==> src/rtl/reg_pkg.sv <==
`default_nettype none
// ============================================================================
//  Module   : reg_pkg
//  Purpose  : Shared register-bus widths, bank indices and bridge FSM states.
//  Revision : 1.0 - initial release
// ============================================================================
package reg_pkg;

    localparam int REG_ADDR_W    = 14;
    localparam int REG_DATA_W    = 16;
    localparam int REG_BANK_LSB  = 8;
    localparam int REG_NUM_BANKS = 8;

    localparam int REG_BANK_TOP  = 0;
    localparam int REG_BANK_CONV = 1;

    typedef enum logic [1:0] {
        IDLE   = 2'd0,
        ACCESS = 2'd1,
        RESP   = 2'd2
    } reg_bridge_state_t;

endpackage

`default_nettype wire

==> src/rtl/reg_rdata_mux.sv <==
`default_nettype none
// ============================================================================
//  Module   : reg_rdata_mux
//  Purpose  : Combinational bank read-data select on the upper address bits.
//  Revision : 1.0 - initial release
// ============================================================================
module reg_rdata_mux
    import reg_pkg::*;
#(
    parameter int ADDR_W    = REG_ADDR_W,
    parameter int DATA_W    = REG_DATA_W,
    parameter int NUM_BANKS = REG_NUM_BANKS
) (
    input  logic [ADDR_W-1:0]           addr_i,
    input  logic [NUM_BANKS*DATA_W-1:0] bank_rdata_i,
    output logic [DATA_W-1:0]           rdata_o,
    output logic                        mapped_o
);

    localparam int BANK_W = ADDR_W - REG_BANK_LSB;

    logic [BANK_W-1:0] w_bank;
    assign w_bank = addr_i[ADDR_W-1:REG_BANK_LSB];

    // Unmapped banks read as zero with mapped_o low.
    always_comb begin
        rdata_o  = '0;
        mapped_o = 1'b0;
        for (int k = 0; k < NUM_BANKS; k++) begin
            if (w_bank == BANK_W'(k)) begin
                rdata_o  = bank_rdata_i[k*DATA_W +: DATA_W];
                mapped_o = 1'b1;
            end
        end
    end

endmodule

`default_nettype wire

==> src/rtl/reg_apb_bridge.sv <==
`default_nettype none
// ============================================================================
//  Module   : reg_apb_bridge
//  Purpose  : APB3 slave to internal register-bus bridge, one wait state.
//             Optional macro REG_SLVERR_EN: unmapped banks get PSLVERR.
//  Revision : 1.0 - initial release
// ============================================================================
module reg_apb_bridge
    import reg_pkg::*;
#(
    parameter int ADDR_W    = REG_ADDR_W,
    parameter int DATA_W    = REG_DATA_W,
    parameter int NUM_BANKS = REG_NUM_BANKS
) (
    input  logic                        clk,
    input  logic                        rst,
    input  logic                        psel,
    input  logic                        penable,
    input  logic                        pwrite,
    input  logic [ADDR_W-1:0]           paddr,
    input  logic [DATA_W-1:0]           pwdata,
    output logic                        pready,
    output logic [DATA_W-1:0]           prdata,
    output logic                        pslverr,
    output logic                        wr_en,
    output logic                        rd_en,
    output logic [ADDR_W-1:0]           addr,
    output logic [DATA_W-1:0]           write_data,
    input  logic [NUM_BANKS*DATA_W-1:0] bank_rdata
);

    reg_bridge_state_t state_q, state_d;
    logic [ADDR_W-1:0] addr_q, addr_d;
    logic [DATA_W-1:0] wdata_q, wdata_d;
    logic [DATA_W-1:0] prdata_q, prdata_d;
    logic              write_q, write_d;
    logic              wr_en_q, wr_en_d;
    logic              rd_en_q, rd_en_d;
    logic              pready_q, pready_d;
    logic              pslverr_q, pslverr_d;

    logic [DATA_W-1:0] w_rdata;
    logic              w_mapped;
    logic              w_setup_ok;
    logic              w_slverr;

    reg_rdata_mux #(
        .ADDR_W    (ADDR_W),
        .DATA_W    (DATA_W),
        .NUM_BANKS (NUM_BANKS)
    ) u_rdata_mux (
        .addr_i       (addr_q),
        .bank_rdata_i (bank_rdata),
        .rdata_o      (w_rdata),
        .mapped_o     (w_mapped)
    );

`ifdef REG_SLVERR_EN
    // Decide at SETUP so an unmapped access never strobes a regfile.
    assign w_setup_ok = (int'(paddr[ADDR_W-1:REG_BANK_LSB]) < NUM_BANKS);
    assign w_slverr   = !w_mapped;
`else
    assign w_setup_ok = 1'b1;
    assign w_slverr   = 1'b0;
`endif

    always_comb begin
        state_d   = state_q;
        addr_d    = addr_q;
        wdata_d   = wdata_q;
        write_d   = write_q;
        prdata_d  = prdata_q;
        wr_en_d   = 1'b0;
        rd_en_d   = 1'b0;
        pready_d  = 1'b0;
        pslverr_d = 1'b0;
        case (state_q)
            IDLE: begin
                if (psel && !penable) begin
                    addr_d  = paddr;
                    wdata_d = pwdata;
                    write_d = pwrite;
                    wr_en_d = pwrite && w_setup_ok;
                    rd_en_d = !pwrite && w_setup_ok;
                    state_d = ACCESS;
                end
            end
            ACCESS: begin
                if (!psel) begin
                    state_d = IDLE;
                end else begin
                    if (!write_q) begin
                        prdata_d = w_mapped ? w_rdata : '0;
                    end
                    pready_d  = 1'b1;
                    pslverr_d = w_slverr;
                    state_d   = RESP;
                end
            end
            RESP:    state_d = IDLE;
            default: state_d = IDLE;
        endcase
    end

    always_ff @(posedge clk or posedge rst) begin
        if (rst) begin
            state_q   <= IDLE;
            addr_q    <= '0;
            wdata_q   <= '0;
            write_q   <= 1'b0;
            prdata_q  <= '0;
            wr_en_q   <= 1'b0;
            rd_en_q   <= 1'b0;
            pready_q  <= 1'b0;
            pslverr_q <= 1'b0;
        end else begin
            state_q   <= state_d;
            addr_q    <= addr_d;
            wdata_q   <= wdata_d;
            write_q   <= write_d;
            prdata_q  <= prdata_d;
            wr_en_q   <= wr_en_d;
            rd_en_q   <= rd_en_d;
            pready_q  <= pready_d;
            pslverr_q <= pslverr_d;
        end
    end

    assign pready     = pready_q;
    assign prdata     = prdata_q;
    assign pslverr    = pslverr_q;
    assign wr_en      = wr_en_q;
    assign rd_en      = rd_en_q;
    assign addr       = addr_q;
    assign write_data = wdata_q;

endmodule

`default_nettype wire

==> config.mk <==
export PLATFORM = sky130hd
export DESIGN_NAME = reg_apb_bridge
export DESIGN_NICKNAME = d
export VERILOG_FILES = /design/src/rtl/reg_pkg.sv /design/src/rtl/reg_rdata_mux.sv /design/src/rtl/reg_apb_bridge.sv
export SDC_FILE = /design/constraint.sdc
export NUM_CORES = 1
export LEC_CHECK = 0
export CORE_ASPECT_RATIO = 0.6
export CORE_MARGIN = 3
export CORE_UTILIZATION = 35
export CTS_CLUSTER_SIZE = 10
export DETAILED_ROUTE_END_ITERATION = 6
export PLACE_DENSITY = 0.81
export SYNTH_ARGS = -nofsm -noshare
export SYNTH_HDL_FRONTEND = slang
export SYNTH_SLANG_ARGS = --single-unit
==> constraint.sdc <==
create_clock -name clk -period 1.89 [get_ports clk]
set_input_delay 0.4725 -clock clk [delete_from_list [all_inputs] [get_ports clk]]
set_output_delay 0.4725 -clock clk [all_outputs]
set_load 0.01 [all_outputs]
==> results.cfg <==
[synth]
synth_seq_area_share_pct = 43.0
synth_nets = 442
avgSynthCellArea_sq_um = 10.8
ys_ff_latch = 52
netlist_instances = 279
synth_area_sq_um = 3030
yosysWarnings = 0
ys_types = 29

[placed_design]
pre_cts_ws_ns = -0.0929
placed_cell_area_sq_um = 5310
place_congestion = 0.873
dp.final_hpwl_mm = 8.63
port_buffers = 211

[pwr]
peakVddDrop_uv = 365
p_per_area_nw_per_um2 = 776
leakage_nw = 2.23

[finish]
final_cell_mix = clkdlybuf4s50_1 (211), dfrtp_1 (51), mux2_2 (43), mux2i_1 (24), o22ai_1 (19)
drive_gt1_share_pct = 14.9
utilization_pct = 67.2
fill_cells = 642
fin_nets = 655
layout_commonest_cell = clkdlybuf4s50_1
synthToLayoutAreaGrowth_pct = 80.4
multiInputGateArea_sq_um = 1560
design_area_sq_um = 5460
seq_area_sq_um = 1300
diodes = 0

[worst_setup_path]
arrival_ns = 1.36
crit_buf_inv = 1
required_ns = 1.42
worst_setup_path_start_kind = flop
cp_top_family = buffers and inverters
crit_chain = clkdlybuf4s50_1
cpMaxStageDelayCell = clkdlybuf4s50_1
cpPeakStageDelay_ns = 0.59
critPathKind = flop to output port
crit_fanout = 7
endpoint_kind = output port

[run]
maxCapViolCount = 0

[route]
first_pass_iters = 4
avgViaCountPerCell = 5.07
wire_per_inst_um = 17.4
drt_wl_total_mm = 10.4
drc = 0
drtIter0Drc = 117
ant_nets = 0
vias = 3035

[timing]
hold_ws_ns = 0.485
setup-tns-final_ns = 0
final.setup.worst_slack_ns = 0.0595
fin_skew_ns = 0.00636
maxSlewViolCount = 0
max_slew_margin_pct = 58.3
min_period_over_period_pct = 96.9
period_minus_slack_ns = 1.83
setup_viol = 0
hold_viol = 0
rsz0062_at_grt = false
fmax_mhz = 546
worstMarginPinSlew_ns = 0.626

[clock_network]
clock-root-buffer = clkbuf_16
cts_resized = 0
cts_made_buffers = 5
cts_sinks = 52
ctsHoldBuffers = 0
cts_setup_buffers = 0
cts_max_level = 2
cts_tree = built
clk_pin_slew_ns = 0.06
clock_latency_ns = 0.28
clockBufferDepth = 2

[hold_path]
hp-class = flop to flop

[grt]
grt_pass1_vias = 3120
grt_start_max_net_pins = 38
antenna_found_initial = 0
grt_pass1_wl_mm = 16.2
grt-ovfl-total = 0
grt_usage_pct = 20.6

[floorplan]
die_w_um = 126
chipHeight_um = 78.0
rows = 25
initial_core_util_pct = 37.2
dieArea_sq_um = 9840
io_pins = 213
core_sq_um = 8130

[status]
status = completed
-- metal layers --
metal	global-route usage (%)	wire, um	vias to the layer above
li1	-	-	1444
met3	6.25	827	13
met5	0	0	-
met1	25.2	4290	1434
met4	4.18	146	0
met2	36.2	5140	144
-- flip-flops by register name, indices dropped and copies added (netlist names) --
name	cells
write_data	16
prdata	16
rd_en	1
addr	14
write_q	1
state_q	2
pready	1
wr_en	1
-- cell usage after synthesis --
cell type / n / area (sq um)
nor2_1: 15 / 56.3
conb_1: 1 / 3.75
nor3_2: 1 / 10.0
mux2_2: 43 / 484
o22ai_1: 19 / 119
nand4_1: 1 / 6.26
nand4bb_1: 1 / 11.3
clkbuf_1: 5 / 18.8
nand2b_1: 15 / 93.8
nand2_1: 13 / 48.8
buf_4: 5 / 37.5
clkbuf_2: 1 / 5.00
inv_1: 2 / 7.51
and2_1: 1 / 6.26
o31ai_1: 12 / 90.1
mux2i_1: 24 / 240
a31oi_1: 12 / 75.1
nor4_1: 1 / 6.26
or2_1: 1 / 6.26
o22ai_2: 1 / 12.5
buf_6: 5 / 56.3
dfrtp_1: 52 / 1300
and2b_1: 1 / 7.51
nor3_1: 5 / 25.0
nor2b_1: 16 / 100
buf_2: 9 / 45.0
or2b_1: 1 / 7.51
a221o_1: 4 / 40.0
a211o_1: 12 / 105
-- worst reg2reg max path: cells and delay by family (launching register included) --
kind / cells / cell delay, ns
and+or+nand+nor: 2 / 0.59
AOI/OAI and AO/OA: 2 / 0.54
DFF: 1 / 0.45
-- per-stage QoR --
step / total power [W] / std cells
after floorplan: 0.00233 / 279
after global placement: 0.00325 / 593
after detailed placement: 0.00330 / 593
after CTS: 0.00428 / 599
after global routing: 0.00449 / 599
final: 0.00424 / 599
-- area by class of cell --
cell class / count / share of cell area, %
inverters: 2 / 0.137
repair buffers: 231 / 42.1
flip-flops and latches: 52 / 23.8
clock inverters: 1 / 0.550
well taps: 108 / 2.47
multi-input cells: 200 / 28.6
clock buffers: 5 / 2.29
-- logic make-up (layout without fill, tap and decap cells) --
| logic type | count (synthesis) | in the layout | share of synthesized area (%) |
|---|---|---|---|
| buffers and inverters | 27 | 239 | 5.62 |
| muxes | 67 | 67 | 23.9 |
| and+or+nand+nor | 72 | 72 | 12.7 |
| AOI/OAI and AO/OA | 60 | 60 | 14.6 |
| DFF | 52 | 52 | 43.0 |
| other | 1 | 1 | 0.124 |
-- final timing paths --
check	startpoint	endpoint	slack, ns	cells after the start
max	addr[9]	addr[9]	0.06	1
min	prdata[11]	prdata[11]	0.48	2
max reg2reg	addr[8]	prdata[3]	0.20	4
min reg2reg	prdata[11]	prdata[11]	0.48	2
max in group asynchronous	rst	prdata[15]	0.94	3
min in group asynchronous	rst	addr[0]	0.56	3
-- where the power goes --
group	total [W]	internal [W]	switching [W]
Clock	0.000974	0.000610	0.000364
Combinational	0.00181	0.00111	0.000707
Sequential	0.00145	0.00131	0.000140
Total	0.00424	0.00303	0.00121
Note: power is estimated with default switching activity, not from simulation.
